===== src/rtl/link_tx_framer_if.sv =====
// Payload stream into the TX framer: 64-bit word with valid/ready handshake.
// Latency: none (wires only).
// Backpressure: the framer drives data_ready; the source holds data_in/data_valid until accepted.
//
// Signals:
//   data_in    payload word, byte i = data_in[8i+7:8i]
//   data_valid payload word present
//   data_ready framer accepts data_in this cycle
interface link_tx_framer_if;
    logic [63:0] data_in;
    logic        data_valid;
    logic        data_ready;

    modport master (
        output data_in,
        output data_valid,
        input  data_ready
    );

    modport slave (
        input  data_in,
        input  data_valid,
        output data_ready
    );
endinterface


===== src/rtl/link_tx_framer.sv =====
// Lane-0 TX link framer: K28.5 code-group sync, fixed ILAS, then payload with idle insertion.
// Latency: accepted payload word appears on tx_data one clock later; sync_ok passes a 2-flop synchroniser.
// Backpressure: data_ready is high only in DATA with synchronised sync_ok high and sync_req low.
//
// Ports:
//   clk        lane TX clock (only clock)
//   rst        synchronous active-high reset
//   sync_ok    far-end SYNC status, asynchronous
//   sync_req   synchronous level, forces and holds CGS while high
//   payload    slave side of link_tx_framer_if (data_in / data_valid / data_ready)
//   tx_data    64-bit word to the transceiver lane
//   tx_k_char  bit i marks byte i of tx_data as a K character
//   link_up    high in DATA
//   state      0 = CGS, 1 = ILAS, 2 = DATA
module link_tx_framer #(
    parameter int CGS_MIN_WORDS    = 16,
    parameter int MF_WORDS         = 4,
    parameter int ILAS_MULTIFRAMES = 4
) (
    input  logic               clk,
    input  logic               rst,
    input  logic               sync_ok,
    input  logic               sync_req,
    link_tx_framer_if.slave    payload,
    output logic [63:0]        tx_data,
    output logic [7:0]         tx_k_char,
    output logic               link_up,
    output logic [1:0]         state
);

    typedef enum logic [1:0] {
        ST_CGS  = 2'd0,
        ST_ILAS = 2'd1,
        ST_DATA = 2'd2
    } state_t;

    localparam logic [7:0]  K28_5     = 8'hBC;
    localparam logic [7:0]  K28_0     = 8'h1C;
    localparam logic [7:0]  K28_3     = 8'h7C;
    localparam logic [63:0] CGS_WORD  = {8{K28_5}};
    localparam logic [63:0] IDLE_WORD = {56'd0, K28_5};

    localparam logic [7:0]  CGS_MIN   = 8'(CGS_MIN_WORDS);
    localparam logic [7:0]  ILAS_LAST = 8'(MF_WORDS * ILAS_MULTIFRAMES - 1);
    localparam logic [3:0]  MF_LAST   = 4'(MF_WORDS - 1);

    logic        sync_meta;
    logic        sync_ok_s;

    state_t      state_q, state_d;
    logic [7:0]  cnt_q, cnt_d;
    // Position of the current ILAS word inside its multiframe (cnt mod MF_WORDS),
    // kept as its own counter so no divider is needed for non power-of-two MF_WORDS.
    logic [3:0]  mf_pos_q, mf_pos_d;

    logic [63:0] tx_data_q, tx_data_d;
    logic [7:0]  tx_k_q, tx_k_d;

    logic        link_ok;
    logic        xfer;

    // Link is usable only with far-end sync and no local resync request.
    assign link_ok            = sync_ok_s & ~sync_req;
    assign payload.data_ready = (state_q == ST_DATA) & link_ok;
    assign xfer               = payload.data_valid & payload.data_ready;

    assign tx_data   = tx_data_q;
    assign tx_k_char = tx_k_q;
    assign state     = state_q;
    assign link_up   = (state_q == ST_DATA);

    // Next-state and next output word. The output register is loaded with the
    // word belonging to the state being entered, so tx_data always matches state.
    always_comb begin
        state_d   = state_q;
        cnt_d     = cnt_q;
        mf_pos_d  = mf_pos_q;
        tx_data_d = CGS_WORD;
        tx_k_d    = 8'hFF;

        unique case (state_q)
            ST_CGS: begin
                if ((cnt_q == CGS_MIN) && link_ok) begin
                    state_d  = ST_ILAS;
                    cnt_d    = 8'd0;
                    mf_pos_d = 4'd0;
                end else if (cnt_q != CGS_MIN) begin
                    // Counting continues even while sync_req holds us in CGS.
                    cnt_d = cnt_q + 8'd1;
                end
            end
            ST_ILAS: begin
                if (!link_ok) begin
                    state_d = ST_CGS;
                    cnt_d   = 8'd0;
                end else if (cnt_q == ILAS_LAST) begin
                    state_d = ST_DATA;
                    cnt_d   = 8'd0;
                end else begin
                    cnt_d    = cnt_q + 8'd1;
                    mf_pos_d = (mf_pos_q == MF_LAST) ? 4'd0 : mf_pos_q + 4'd1;
                end
            end
            ST_DATA: begin
                if (!link_ok) begin
                    state_d = ST_CGS;
                    cnt_d   = 8'd0;
                end
            end
            default: begin
                state_d = ST_CGS;
                cnt_d   = 8'd0;
            end
        endcase

        unique case (state_d)
            ST_ILAS: begin
                // Byte i of word cnt carries (cnt*8 + i) mod 256.
                for (int i = 0; i < 8; i++) begin
                    tx_data_d[8*i +: 8] = {cnt_d[4:0], 3'(i)};
                end
                tx_k_d = 8'h00;
                if (mf_pos_d == 4'd0) begin
                    tx_data_d[7:0] = K28_0;
                    tx_k_d[0]      = 1'b1;
                end
                if (mf_pos_d == MF_LAST) begin
                    tx_data_d[63:56] = K28_3;
                    tx_k_d[7]        = 1'b1;
                end
            end
            ST_DATA: begin
                if (xfer) begin
                    tx_data_d = payload.data_in;
                    tx_k_d    = 8'h00;
                end else begin
                    tx_data_d = IDLE_WORD;
                    tx_k_d    = 8'h01;
                end
            end
            default: begin
                tx_data_d = CGS_WORD;
                tx_k_d    = 8'hFF;
            end
        endcase
    end

    always_ff @(posedge clk) begin
        if (rst) begin
            sync_meta <= 1'b0;
            sync_ok_s <= 1'b0;
            state_q   <= ST_CGS;
            cnt_q     <= 8'd0;
            mf_pos_q  <= 4'd0;
            tx_data_q <= CGS_WORD;
            tx_k_q    <= 8'hFF;
        end else begin
            sync_meta <= sync_ok;
            sync_ok_s <= sync_meta;
            state_q   <= state_d;
            cnt_q     <= cnt_d;
            mf_pos_q  <= mf_pos_d;
            tx_data_q <= tx_data_d;
            tx_k_q    <= tx_k_d;
        end
    end

endmodule


===== src/flat_wrapper.sv =====
// flat-port wrapper written by rule: the top's interface ports become plain ports
module link_tx_framer_flat 
#(
    parameter int CGS_MIN_WORDS    = 16,
    parameter int MF_WORDS         = 4,
    parameter int ILAS_MULTIFRAMES = 4
)
  (clk, rst, sync_ok, sync_req, tx_data, tx_k_char, link_up, state, payload_data_in, payload_data_valid, payload_data_ready);
  link_tx_framer_if payload_i ();
  input  logic clk;
  input  logic rst;
  input  logic sync_ok;
  input  logic sync_req;
  output logic [63:0] tx_data;
  output logic [7:0] tx_k_char;
  output logic link_up;
  output logic [1:0] state;
  input wire logic [$bits(payload_i.data_in)-1:0] payload_data_in;
  input wire logic [$bits(payload_i.data_valid)-1:0] payload_data_valid;
  output wire logic [$bits(payload_i.data_ready)-1:0] payload_data_ready;
  assign payload_i.data_in = payload_data_in;
  assign payload_i.data_valid = payload_data_valid;
  assign payload_data_ready = payload_i.data_ready;
  link_tx_framer #(.CGS_MIN_WORDS(CGS_MIN_WORDS), .MF_WORDS(MF_WORDS), .ILAS_MULTIFRAMES(ILAS_MULTIFRAMES)) u_core (.clk(clk), .rst(rst), .sync_ok(sync_ok), .sync_req(sync_req), .payload(payload_i), .tx_data(tx_data), .tx_k_char(tx_k_char), .link_up(link_up), .state(state));
endmodule

===== config.mk =====
export PLATFORM = sky130hd
export DESIGN_NAME = link_tx_framer_flat
export DESIGN_NICKNAME = d
export VERILOG_FILES = /design/src/rtl/link_tx_framer_if.sv /design/src/rtl/link_tx_framer.sv /design/src/flat_wrapper.sv
export SDC_FILE = /design/constraint.sdc
export NUM_CORES = 1
export LEC_CHECK = 0
export ABC_AREA = 0
export CORE_ASPECT_RATIO = 0.9
export CORE_MARGIN = 5
export CORE_UTILIZATION = 47
export CTS_BUF_LIST = sky130_fd_sc_hd__clkbuf_4
export DETAILED_ROUTE_END_ITERATION = 16
export PLACE_DENSITY = 0.87
export SLEW_MARGIN = 20
export SYNTH_ARGS = -nofsm -noshare
export SYNTH_HDL_FRONTEND = slang
export SYNTH_SLANG_ARGS = --single-unit

===== constraint.sdc =====
create_clock -name clk -period 5.8 [get_ports clk]
set_input_delay 0.58 -clock clk [delete_from_list [all_inputs] [get_ports clk]]
set_output_delay 0.58 -clock clk [all_outputs]
set_load 0.1 [all_outputs]

After elaboration in Yosys (flattened, before gate mapping)
Index checks and enable logic that the tools add are counted.
- add/subtract/negate cells: 2
- $mul: 0
- divide/modulo/power cells: 0
- magnitude comparators: 0
- equal/unequal tests: 11
- shift-type cells: 0
- muxes and demuxes: 24
- bitwise gates (word level): 4
- reduce and logical (&&, ||, !) cells: 4
- operators with widths (cell ; number):
    $pmux W64 S2 ; 1
    $mux W64 ; 1
    $mux W8 ; 7
    $pmux W8 S3 ; 1
    $mux W4 ; 4
    $pmux W8 S2 ; 1
    $add A8 B1 Y8 const B ; 1
    $eq A4 B2 Y1 const B ; 2
    $eq A8 B4 Y1 const B ; 1
    $eq A8 B5 Y1 const B ; 1
    $mux W2 ; 4
    $ne A8 B5 Y1 const B ; 1
    $pmux W4 S2 ; 1
    $pmux W2 S3 ; 1
    $add A4 B1 Y4 const B ; 1
    $eq A2 B1 Y1 const B ; 2
    $eq A2 B2 Y1 const B ; 2
    $logic_not A4 Y1 ; 1
    $and A1 B1 Y1 ; 3
    $mux W1 ; 3
    $ne A3 B1 Y1 const B ; 1
    $logic_not A2 Y1 ; 1
    $ne A2 B2 Y1 const B ; 1
    $reduce_and A2 Y1 ; 1
    other kinds (2) ; 2
- bits in registers: 88
- latch bits: 0
- memory bits (writable): 0
- memory bits (read-only): 0
- output and inout bits: 76
- memories kept: 0

Depth between registers and ports, before layout
- depth after elaboration: 8
- depth in mapped cells: 14
- depth with buffers taken out: 11

Least setup slack after synthesis
No wires, ideal clock.
- path kind: reg-to-output
- from: register u_core.state_q[1], in the netlist u_core.state[1]
- to: output port link_up
- arrival time: 2.639 ns
- required time: 5.220 ns
- path slack: 2.581 ns
- cell stages (with the launch flop): 4
- path through: dfxtp_1 -> buf_2 -> inv_1 -> nor2_1
- longest elaborated chain between the ends: 1
- RTL lines (what ; line ; RTL):
    start: declaration ; link_tx_framer.sv:50 ; state_t state_q, state_d;
    start signal: assignment ; link_tx_framer.sv:160 ; state_q <= state_d;
    $eq A2 B2 Y1 ; link_tx_framer.sv:70 ; assign link_up = (state_q == ST_DATA);
    end: declaration ; flat_wrapper.sv:16 ; output logic link_up;
Every way passes these cells.

Worst setup path after layout
- from: register u_core.cnt_q[0]
- to: register u_core.tx_data_q[59], in the netlist u_core.tx_data[59]
- longest elaborated chain between the ends: 7
- elaborated cells between the ends (all ways): 24
- classes of those cells: 1 x add/sub; 6 x eq/ne; 16 x mux; 1 x reduce/logical
- RTL lines (what ; line ; RTL):
    start: declaration ; link_tx_framer.sv:51 ; logic [7:0] cnt_q, cnt_d;
    start signal: assignment ; link_tx_framer.sv:161 ; cnt_q <= cnt_d;
    parallel branches: the longest is 6 deep, another holds $add A8 B1 Y8 ; - ;
    $pmux W64 S2 (*) ; link_tx_framer.sv:116 ; unique case (state_d)
    end signal: assignment ; link_tx_framer.sv:163 ; tx_data_q <= tx_data_d;
    end: declaration ; link_tx_framer.sv:56 ; logic [63:0] tx_data_q, tx_data_d;
Every way passes the cells marked *. The select of a mux whose other input is x is not followed.
A chain may end at the register's enable or synchronous reset.

==> metrics.txt <==
# TYPE chip_impl_metric gauge
chip_impl_info{name="outcome",value="finished, final reports clean"} 1
chip_impl_metric{name="die_h",unit="microns"} 91.5
chip_impl_metric{name="gr_util_all_layers",unit="%"} 22.5
chip_impl_metric{name="count_of_clock_tree_sinks",unit=""} 83
chip_impl_metric{name="grt_antenna_before_repair",unit=""} 0
chip_impl_metric{name="syn_inst",unit=""} 361
chip_impl_info{name="setup.worst_path.start_class",value="register"} 1
chip_impl_metric{name="initialDrtViolationCount",unit=""} 185
chip_impl_metric{name="start_util",unit="%"} 48.7
chip_impl_metric{name="synth-warning-count",unit=""} 0
chip_impl_metric{name="p_leak",unit="nW"} 1.97
chip_impl_metric{name="synthesis.area",unit="sq um"} 3470
chip_impl_info{name="most_frequent_cells_in_the_layout",value="clkdlybuf4s50_1, dfxtp_1, nand2_1"} 1
chip_impl_metric{name="numCtsBuffers",unit=""} 9
chip_impl_info{name="crit_type",value="register to register"} 1
chip_impl_info{name="min_path_type",value="register to register"} 1
chip_impl_metric{name="syn2layout_area_growth",unit="%"} 45.2
chip_impl_metric{name="clock-skew-final",unit="ps"} 16.4
chip_impl_metric{name="place_congestion",unit=""} 0.878
chip_impl_metric{name="die_area",unit="sq um"} 9190
chip_impl_metric{name="worst_r2r_path_depth",unit=""} 11
chip_impl_metric{name="synthesis.nets",unit=""} 435
chip_impl_metric{name="clock_h_tree_levels",unit=""} 3
chip_impl_metric{name="worst_margin_slew",unit="ps"} 1030
chip_impl_metric{name="synth_area_per_cell",unit="sq um"} 9.60
chip_impl_metric{name="buffer_ports.inserted",unit=""} 144
chip_impl_metric{name="gr-total-overflow",unit=""} 0
chip_impl_info{name="synthTopCellsByArea",value="dfxtp_1, a21o_1, nand2_1"} 1
chip_impl_metric{name="post_synth_edffs",unit=""} 0
chip_impl_metric{name="synth_top_area_share",unit="%"} 47.9
chip_impl_metric{name="hold-worst-slack",unit="ps"} 444
chip_impl_metric{name="period_minus_slack",unit="ps"} 3860
chip_impl_metric{name="clk-insertion-delay-late",unit="ps"} 440
chip_impl_info{name="synth_top_area_cell",value="dfxtp_1"} 1
chip_impl_metric{name="synth_cell_type_count",unit=""} 71
chip_impl_metric{name="synth.yosys.seq_area_share",unit="%"} 47.9
chip_impl_info{name="clockRootBuffer",value="clkbuf_4"} 1
chip_impl_metric{name="ys_ff_latch",unit=""} 83
chip_impl_metric{name="cts_max_path_buffers",unit=""} 2
chip_impl_info{name="cts_tree",value="yes"} 1
chip_impl_metric{name="grt_pass1_vias",unit=""} 3261
chip_impl_metric{name="holdBufCountCts",unit=""} 0
chip_impl_metric{name="routed_wirelength",unit="mm"} 10.4
chip_impl_metric{name="crit_path_max_fanout",unit=""} 17
chip_impl_metric{name="postSynth.asyncResetShare",unit="%"} 0
chip_impl_info{name="crit_start",value="u_core.cnt_q[0]"} 1
chip_impl_info{name="critical_path.endpoint_type",value="register"} 1
chip_impl_metric{name="clock_transition_at_the_registers_of_the_reported_paths",unit="ps"} 150
chip_impl_metric{name="core_area",unit="sq um"} 7110
chip_impl_metric{name="vdd_drop_max",unit="mV"} 0.202
chip_impl_metric{name="drv_slew",unit=""} 0
chip_impl_metric{name="cell_area_power_density",unit="nW/um^2"} 186
chip_impl_metric{name="power.total",unit="W"} 0.000937
chip_impl_info{name="mostFrequentLayoutCell",value="clkdlybuf4s50_1"} 1
chip_impl_info{name="postSynth.topFlopCell",value="dfxtp_1"} 1
chip_impl_metric{name="post_cts_buffers",unit=""} 0
chip_impl_metric{name="grt_start_max_net_pins",unit=""} 47
chip_impl_metric{name="cts_repair_resize_count",unit=""} 0
chip_impl_metric{name="arr_time_crit_path",unit="ps"} 4160
chip_impl_metric{name="fillers",unit=""} 534
chip_impl_metric{name="grt_first_pass_wirelength",unit="mm"} 16.4
chip_impl_metric{name="antenna_cells",unit=""} 0
chip_impl_metric{name="drive_gt1_share",unit="%"} 7.40
chip_impl_metric{name="fmaxAchievable",unit="GHz"} 0.259
chip_impl_info{name="r2r-start",value="u_core.cnt_q[0]"} 1
chip_impl_info{name="cp-endpoint",value="u_core.tx_data[59]"} 1
chip_impl_metric{name="num_rows",unit=""} 29
chip_impl_metric{name="floorplan.die.width",unit="microns"} 101
chip_impl_metric{name="route.detailed.vias_per_inst",unit=""} 5.65
chip_impl_metric{name="avgRoutedWirePerCell",unit="microns"} 17.5
chip_impl_metric{name="period_share",unit="%"} 66.5
chip_impl_metric{name="drtPass1Iterations",unit=""} 5
chip_impl_info{name="grt_setup_unrepaired",value="no"} 1
chip_impl_metric{name="fin_setup_tns",unit="ps"} 0
chip_impl_metric{name="hold_violations",unit=""} 0
chip_impl_metric{name="register_to_register_setup_slack",unit="ps"} 1940
chip_impl_metric{name="dp_hpwl",unit="mm"} 7.90
chip_impl_info{name="r2r-end",value="u_core.tx_data[59]"} 1
chip_impl_metric{name="remaining_drc_errors",unit=""} 0
chip_impl_metric{name="cap_violations",unit=""} 0
chip_impl_metric{name="timing.critical_path.required",unit="ps"} 6100
chip_impl_metric{name="final_core_utilization",unit="%"} 70.8
chip_impl_metric{name="route.antenna.remaining_nets",unit=""} 0
chip_impl_metric{name="design.final.nets",unit=""} 569
chip_impl_metric{name="finalSetupViolCount",unit=""} 0
chip_impl_metric{name="route.vias.total",unit=""} 3353
chip_impl_metric{name="ios",unit=""} 145
chip_impl_metric{name="worst_slew_margin_rel",unit="%"} 31.4
-- layer usage --
| metal | global-route usage, % | up-vias | part of all wire, % |
|---|---|---|---|
| met3 | 10.7 | 23 | 12 |
| met5 | 0 | - | 0 |
| met4 | 6.06 | 0 | 1.7 |
| li1 | - | 1577 | - |
| met2 | 38.5 | 197 | 48 |
| met1 | 24.9 | 1556 | 38 |
-- registers in the layout, summed over array words and instances, names as in the netlist --
signal and cells:
u_core.tx_data 64, u_core.state 2, u_core.tx_k_char 3, u_core.cnt_q 8, u_core.sync_meta 1, u_core.sync_ok_s 1, u_core.mf_pos_q 4
-- report_power, final --
group           total, W  switching [W]  internal (W)
sequential      0.000577     0.00000395      0.000573
combinational  0.0000610      0.0000151     0.0000459
clock           0.000299       0.000209     0.0000901
total           0.000937       0.000228      0.000708
-- cells in the mapped netlist (all sizes together), types with 3 or more instances --
cell,number
o211ai,7
and2,5
nand2,56
a21oi,24
o21ai,6
a221oi,4
nor2,15
ha,5
and3,13
a311oi,4
o21bai,3
nor3,3
a2111oi,3
buf,13
nor2b,6
a211oi,7
and4,3
inv,11
a31oi,5
nand3,5
a21o,28
clkbuf,10
dfxtp,83
-- cell families (layout without fill, tap and decap cells) --
logic type / after synthesis / in the layout / synth area share, %
flops: 83 / 83 / 47.9
fa+ha+maj: 5 / 5 / 1.81
compound gates: 113 / 113 / 25.8
buf+inv: 34 / 173 / 4.84
mux: 1 / 1 / 0.289
simple gates: 125 / 125 / 19.3
-- worst max-delay path, stage by stage (launching register included) --
cell and delay [ps]:
dfxtp_1 540, inv_1 110, ha_1 210, nor4bb_1 140, buf_4 180, and4_1 240
nor2_1 190, ha_1 280, nor2_1 780, inv_1 430, a311oi_4 460, o211ai_1 160
-- through the flow --
stage / cells / setup WS (ps) / cell area (sq um)
after floorplan: 361 / 2580 / 3470
after global placement: 577 / 1920 / 4910
after detailed placement: 577 / 1720 / 4910
after CTS: 593 / 2010 / 5030
after global routing: 593 / 1590 / 5030
final: 593 / 1940 / 5030
-- cell type report --
| type | count | area (sq um) | share of cell area, % |
|---|---|---|---|
| inverters | 11 | 41.3 | 0.820 |
| multi-input cells | 244 | 1640 | 32.5 |
| clock buffers | 9 | 67.6 | 1.34 |
| clock inverters | 7 | 52.6 | 1.04 |
| flip-flops and latches | 83 | 1660 | 33.0 |
| repair buffers | 146 | 1460 | 28.9 |
| well taps | 93 | 116 | 2.31 |
-- worst min-delay path by stage --
| stage | start | to | cells past startpoint |
|---|---|---|---|
| finish | u_core.sync_meta | u_core.sync_ok_s | 1 |
| global placement | u_core.sync_meta | u_core.sync_ok_s | 1 |
| CTS | u_core.sync_meta | u_core.sync_ok_s | 1 |
| detailed placement | u_core.sync_meta | u_core.sync_ok_s | 1 |
| global route | u_core.sync_meta | u_core.sync_ok_s | 1 |
| floorplan | u_core.sync_meta | u_core.sync_ok_s | 1 |
Power figures use the tool's default switching activity.
